### src/rtl/fft_power_spectrum_if.sv
// Handshake and RAM-port bundle between the power-spectrum stage, its
// control logic and the FFT / power-spectrum RAMs.
interface fft_power_spectrum_if #(
    parameter int N = 32
);
    logic         start;
    logic [8:0]   addr_fft_re;
    logic [8:0]   addr_fft_im;
    logic [N-1:0] fft_re;
    logic [N-1:0] fft_im;
    logic [8:0]   addr_sw;
    logic [N-1:0] data_sw;
    logic         wren_sw;
    logic [8:0]   peak_bin;
    logic [N-1:0] peak_val;
    logic         busy;
    logic         done;

    modport master (
        output start, fft_re, fft_im,
        input  addr_fft_re, addr_fft_im, addr_sw, data_sw, wren_sw,
               peak_bin, peak_val, busy, done
    );

    modport slave (
        input  start, fft_re, fft_im,
        output addr_fft_re, addr_fft_im, addr_sw, data_sw, wren_sw,
               peak_bin, peak_val, busy, done
    );
endinterface

### src/rtl/fft_power_spectrum.sv
// Sweeps the FFT output bins, writes |X[b]|^2 (Q16.16 sign-magnitude, saturating)
// to the power RAM and tracks the strongest bin for the pitch search.
module fft_power_spectrum #(
    parameter int N     = 32,
    parameter int Q     = 16,
    parameter int NBINS = 512
) (
    input logic                clk,
    input logic                rst,
    fft_power_spectrum_if.slave bus
);

    typedef enum logic [3:0] {
        IDLE    = 4'd0,
        INIT    = 4'd1,
        RD_ADDR = 4'd2,
        WAIT1   = 4'd3,
        WAIT2   = 4'd4,
        SQUARE  = 4'd5,
        SUM     = 4'd6,
        WRITE   = 4'd7,
        NEXT    = 4'd8,
        DONE    = 4'd9
    } state_t;

    localparam logic [N-1:0] SAT_VAL  = {1'b0, {(N-1){1'b1}}};
    localparam logic [9:0]   LAST_BIN = 10'(NBINS - 1);

    // Square of the magnitude, rescaled by Q and clamped to the largest positive word.
    function automatic logic [N-1:0] sq_sat(input logic [N-1:0] x);
        logic [2*N-3:0] prod;
        logic [2*N-3:0] scaled;
        prod   = {{(N-1){1'b0}}, x[N-2:0]} * {{(N-1){1'b0}}, x[N-2:0]};
        scaled = prod >> Q;
        if (|scaled[2*N-3:N-1]) begin
            return SAT_VAL;
        end else begin
            return {1'b0, scaled[N-2:0]};
        end
    endfunction

    // Both addends are non-negative, so any carry into the sign bit is an overflow.
    function automatic logic [N-1:0] sum_sat(input logic [N-1:0] a, input logic [N-1:0] b);
        logic [N-1:0] s;
        s = a + b;
        if (s[N-1]) begin
            return SAT_VAL;
        end else begin
            return s;
        end
    endfunction

    state_t       state_r;
    state_t       state_next_s;
    logic [9:0]   bin_r;
    logic [N-1:0] sq_re_r;
    logic [N-1:0] sq_im_r;
    logic [N-1:0] pwr_r;

    // State register.
    always_ff @(posedge clk or posedge rst) begin
        if (rst) begin
            state_r <= IDLE;
        end else begin
            state_r <= state_next_s;
        end
    end

    // Next-state logic: seven states per bin, RD_ADDR through NEXT.
    always_comb begin
        state_next_s = state_r;
        case (state_r)
            IDLE: begin
                if (bus.start) begin
                    state_next_s = INIT;
                end else begin
                    state_next_s = IDLE;
                end
            end
            INIT:    state_next_s = RD_ADDR;
            RD_ADDR: state_next_s = WAIT1;
            WAIT1:   state_next_s = WAIT2;
            WAIT2:   state_next_s = SQUARE;
            SQUARE:  state_next_s = SUM;
            SUM:     state_next_s = WRITE;
            WRITE:   state_next_s = NEXT;
            NEXT: begin
                if (bin_r == LAST_BIN) begin
                    state_next_s = DONE;
                end else begin
                    state_next_s = RD_ADDR;
                end
            end
            DONE:    state_next_s = IDLE;
            default: state_next_s = IDLE;
        endcase
    end

    // Datapath and registered outputs; each state's action lands on the edge leaving it.
    always_ff @(posedge clk or posedge rst) begin
        if (rst) begin
            bin_r           <= 10'd0;
            sq_re_r         <= '0;
            sq_im_r         <= '0;
            pwr_r           <= '0;
            bus.addr_fft_re <= 9'd0;
            bus.addr_fft_im <= 9'd0;
            bus.addr_sw     <= 9'd0;
            bus.data_sw     <= '0;
            bus.wren_sw     <= 1'b0;
            bus.peak_bin    <= 9'd0;
            bus.peak_val    <= '0;
            bus.busy        <= 1'b0;
            bus.done        <= 1'b0;
        end else begin
            bus.wren_sw <= 1'b0;
            bus.done    <= 1'b0;
            case (state_r)
                INIT: begin
                    bin_r        <= 10'd0;
                    bus.peak_val <= '0;
                    bus.peak_bin <= 9'd0;
                    bus.busy     <= 1'b1;
                end
                RD_ADDR: begin
                    bus.addr_fft_re <= bin_r[8:0];
                    bus.addr_fft_im <= bin_r[8:0];
                end
                SQUARE: begin
                    sq_re_r <= sq_sat(bus.fft_re);
                    sq_im_r <= sq_sat(bus.fft_im);
                end
                SUM: begin
                    pwr_r <= sum_sat(sq_re_r, sq_im_r);
                end
                WRITE: begin
                    bus.addr_sw <= bin_r[8:0];
                    bus.data_sw <= pwr_r;
                    bus.wren_sw <= 1'b1;
                    // Strict compare keeps the lowest index on ties.
                    if (pwr_r > bus.peak_val) begin
                        bus.peak_val <= pwr_r;
                        bus.peak_bin <= bin_r[8:0];
                    end
                end
                NEXT: begin
                    if (bin_r != LAST_BIN) begin
                        bin_r <= bin_r + 10'd1;
                    end
                end
                DONE: begin
                    bus.done <= 1'b1;
                    bus.busy <= 1'b0;
                end
                default: begin
                end
            endcase
        end
    end

endmodule

### src/flat_wrapper.sv
// flat-port wrapper written by rule: the top's interface ports become plain ports
module fft_power_spectrum_flat 
#(
    parameter int N     = 32,
    parameter int Q     = 16,
    parameter int NBINS = 512
)
  (clk, rst, bus_start, bus_fft_re, bus_fft_im, bus_addr_fft_re, bus_addr_fft_im, bus_addr_sw, bus_data_sw, bus_wren_sw, bus_peak_bin, bus_peak_val, bus_busy, bus_done);
  fft_power_spectrum_if #(.N(N)) bus_i ();
  input logic clk;
  input logic rst;
  input wire logic [$bits(bus_i.start)-1:0] bus_start;
  input wire logic [$bits(bus_i.fft_re)-1:0] bus_fft_re;
  input wire logic [$bits(bus_i.fft_im)-1:0] bus_fft_im;
  output wire logic [$bits(bus_i.addr_fft_re)-1:0] bus_addr_fft_re;
  output wire logic [$bits(bus_i.addr_fft_im)-1:0] bus_addr_fft_im;
  output wire logic [$bits(bus_i.addr_sw)-1:0] bus_addr_sw;
  output wire logic [$bits(bus_i.data_sw)-1:0] bus_data_sw;
  output wire logic [$bits(bus_i.wren_sw)-1:0] bus_wren_sw;
  output wire logic [$bits(bus_i.peak_bin)-1:0] bus_peak_bin;
  output wire logic [$bits(bus_i.peak_val)-1:0] bus_peak_val;
  output wire logic [$bits(bus_i.busy)-1:0] bus_busy;
  output wire logic [$bits(bus_i.done)-1:0] bus_done;
  assign bus_i.start = bus_start;
  assign bus_i.fft_re = bus_fft_re;
  assign bus_i.fft_im = bus_fft_im;
  assign bus_addr_fft_re = bus_i.addr_fft_re;
  assign bus_addr_fft_im = bus_i.addr_fft_im;
  assign bus_addr_sw = bus_i.addr_sw;
  assign bus_data_sw = bus_i.data_sw;
  assign bus_wren_sw = bus_i.wren_sw;
  assign bus_peak_bin = bus_i.peak_bin;
  assign bus_peak_val = bus_i.peak_val;
  assign bus_busy = bus_i.busy;
  assign bus_done = bus_i.done;
  fft_power_spectrum #(.N(N), .Q(Q), .NBINS(NBINS)) u_core (.clk(clk), .rst(rst), .bus(bus_i));
endmodule
### config.mk
export PLATFORM = sky130hd
export DESIGN_NAME = fft_power_spectrum_flat
export DESIGN_NICKNAME = d
export VERILOG_FILES = /design/src/rtl/fft_power_spectrum_if.sv /design/src/rtl/fft_power_spectrum.sv /design/src/flat_wrapper.sv
export SDC_FILE = /design/constraint.sdc
export NUM_CORES = 2
export LEC_CHECK = 0
export BUFFER_PORTS_ARGS = -buffer_cell sky130_fd_sc_hd__buf_2
export CORE_ASPECT_RATIO = 1.4
export CORE_MARGIN = 2
export CORE_UTILIZATION = 61
export DETAILED_ROUTE_END_ITERATION = 8
export PLACE_DENSITY = 0.78
export SYNTH_ARGS = -nofsm -noshare
export SYNTH_HDL_FRONTEND = slang
export SYNTH_SLANG_ARGS = --single-unit
### constraint.sdc
create_clock -name clk -period 7.4 [get_ports clk]
set_clock_uncertainty 0.1 [all_clocks]
set_input_delay 0.74 -clock clk [delete_from_list [all_inputs] [get_ports clk]]
set_output_delay 0.74 -clock clk [all_outputs]
set_load 0.1 [all_outputs]
==> out/results.ini <==
[worst_setup_path]
slowest_delay_ps = 580
endpoint_kind = flip-flop
r2r-start = u_core.sq_re_r[4]$_DFFE_PP0N_
r2r-end = u_core.pwr_r[9]$_DFFE_PP0N_
r2r_cells = 12
arrival_ps = 8530
reg2reg_slack_ps = 2880
cp.required_ps = 7640
worstPathMaxFanout = 7
cp-start-kind = input pin
worst-setup-path-type = input pin to flip-flop
crit_slowest_cell = fa_1

[detailed_routing]
wl_per_cell_um = 19.8
vias_per_cell = 5.56
drtPass1Iterations = 8
drtIter0Drc = 3145
wirelength_um = 185000
vias = 51932
antenna_left = 0
drc = 0

[logic_synthesis]
synth_ff_type = dfrtp_1
synthArstFlopShare_pct = 100
yosysSeqAreaShare_pct = 7.73
ys_top_cells_by_area = fa_1 47%, ha_1 11%, inv_1 11%
synth_edf_count = 0
synth_cells = 6938
ys_seq_elements = 199
synth_top_cell_by_area = fa_1
syn_area_sq_um = 64400
yosysWarnings = 0
syn_avg_cell_area_sq_um = 9.29
ys_types = 86
synth_top_area_share_pct = 46.5

[floorplan]
initial_core_util_pct = 61.3
die_x_um = 279
rows = 141
die-area_sq_um = 108000
die_y_um = 389
boundaryPins = 170
core_sq_um = 105000

[final_layout]
fin_area_sq_um = 78200
final_nets = 10118
drive_gt1_share_pct = 22.4
diodes = 0
area_delta_synth_final_pct = 21.4

[sta]
tns_ps = -49590
fmax_mhz = 121
fin_hold_ws_ps = 358
tightest_slew_ps = 1180
post-route-period-util_pct = 112
rsz0062_at_grt = true
finalHoldViolCount = 0
slew_violations = 0
maxSlewHeadroom_pct = 20.8
timing.final.ws_setup_ps = -890
setup_viol = 62
period_needed_ps = 8290

[global_routing]
overflow = 0
grt_pass1_vias = 60149
grt_usage_pct = 35.2
antenna_found_initial = 0
grt_max_degree = 121
grt_pass1_wl_um = 299000

[status]
failed_checks = negative setup slack
run_status = complete, but fails checks

[cts]
clkLatencyLatePin_ps = 460
cts_root_buffer = clkbuf_16
cts.htree.levels = 4
clk_path_buf_depth = 2
clk_pin_slew_ps = 70
clock_sinks = 199
cts_buffers = 17
cts_tree = yes

[place]
dpl-instance-area_sq_um = 74600
place_worst_setup_slack_ps = -1600
gp_congestion = 0.953
dp_hpwl_um = 154000
io_buffers = 165

[min_path]
hp-class = input pin to async pin

[job]
maxCapViolCount = 0

==> worst max-delay path: cells and delay by family <==
family | cells | cell delay, ps
AND/OR/NAND/NOR | 6 | 1130
AO/OA/AOI/OAI | 5 | 650
buffers and inverters | 12 | 1600
adder cells (fa/ha/maj) | 9 | 4280
XOR/XNOR | 1 | 130
==> state kept, by name, summed over array words and instances, names as in the netlist, 4 cells and up <==
register / count
u_core.bus.data_sw: 31
u_core.sq_re_r: 31
u_core.bus.peak_bin: 9
u_core.bus.peak_val: 31
u_core.sq_im_r: 31
u_core.bin_r: 10
u_core.bus.addr_fft_re: 9
u_core.pwr_r: 31
u_core.bus.addr_sw: 9
u_core.state_r: 4
==> metal layers <==
metal / global-route usage (%) / vias to the layer above / wire (um)
met5: 0 / - / 0
li1: - / 22655 / -
met3: 4.17 / 890 / 9370
met2: 65.4 / 2108 / 99600
met4: 23.6 / 0 / 15200
met1: 37.0 / 26279 / 60800
==> worst max-delay path by stage <==
stage,slack [ps],to,start
CTS,-790,u_core.sq_im_r[29]$_DFFE_PP0N_,bus_fft_im[9]
global route,-1100,u_core.sq_im_r[19]$_DFFE_PP0N_,bus_fft_im[9]
floorplan,-800,u_core.sq_im_r[11]$_DFFE_PP0N_,bus_fft_im[10]
detailed placement,-1600,u_core.sq_im_r[0]$_DFFE_PP0N_,bus_fft_im[14]
finish,-890,u_core.sq_im_r[29]$_DFFE_PP0N_,bus_fft_im[8]
global placement,-1520,u_core.sq_im_r[0]$_DFFE_PP0N_,bus_fft_im[18]
==> logic make-up after synthesis <==
group | Yosys count | synth area share [%]
buffers and inverters | 2143 | 12.6
DFF | 199 | 7.73
and+or+nand+nor | 1657 | 12.1
xor gates and xnor gates | 150 | 2.06
other | 1 | 0.00582
adders and majority gates | 2085 | 57.9
AOI/OAI and AO/OA | 638 | 6.53
muxes | 65 | 1.04
==> cell usage after synthesis, types with 30 or more instances <==
| cell | instances |
|---|---|
| fa_1 | 1497 |
| xnor2_1 | 73 |
| nand2_1 | 796 |
| nand4_1 | 54 |
| o22a_1 | 32 |
| o21ai_0 | 95 |
| a21o_1 | 61 |
| a21oi_1 | 212 |
| ha_1 | 588 |
| inv_1 | 1862 |
| a21oi_2 | 30 |
| dfrtp_1 | 199 |
| xor2_1 | 76 |
| nor2_1 | 224 |
| mux2i_1 | 52 |
| and2_1 | 408 |
| clkbuf_1 | 251 |
==> layout by cell type (no fill, tap or decap), types with 62 or more instances in the layout <==
cell type	instances
a21oi_1	144
a21oi_2	85
and2_1	381
buf_12	62
buf_2	113
buf_4	1033
dfrtp_1	199
fa_1	1430
fa_2	67
ha_1	539
inv_1	1819
nand2_1	751
nor2_1	197
o21ai_0	79
xnor2_1	73
xor2_1	75
==> through the flow <==
stage | util [%] | instances
after floorplan | - | 6939
after global placement | 70.9 | 9207
after detailed placement | 70.9 | 9207
after CTS | 73.7 | 9323
after global routing | 74.4 | 9337
final | 74.4 | 9337
==> cell type report <==
type | count | area [sq um]
Inverter | 1863 | 7030
Multi-Input combinational cell | 4597 | 53300
Sequential cell | 199 | 4980
Clock buffer | 19 | 453
Clock inverter | 13 | 138
Timing Repair Buffer | 1288 | 10600
Fill cell | 6771 | 26900
Tap cell | 1358 | 1700
==> timing repair <==
item,CTS,global route
buffers inserted,77,18
gates cloned,7,1
setup endpoints to repair,62,62
hold buffers,0,0
pin swaps,171,121
gates resized for setup,390,157
Power is left out: the tool's default activity adds up to more than one toggle a clock period on the data nets, which glitch-free logic cannot reach.
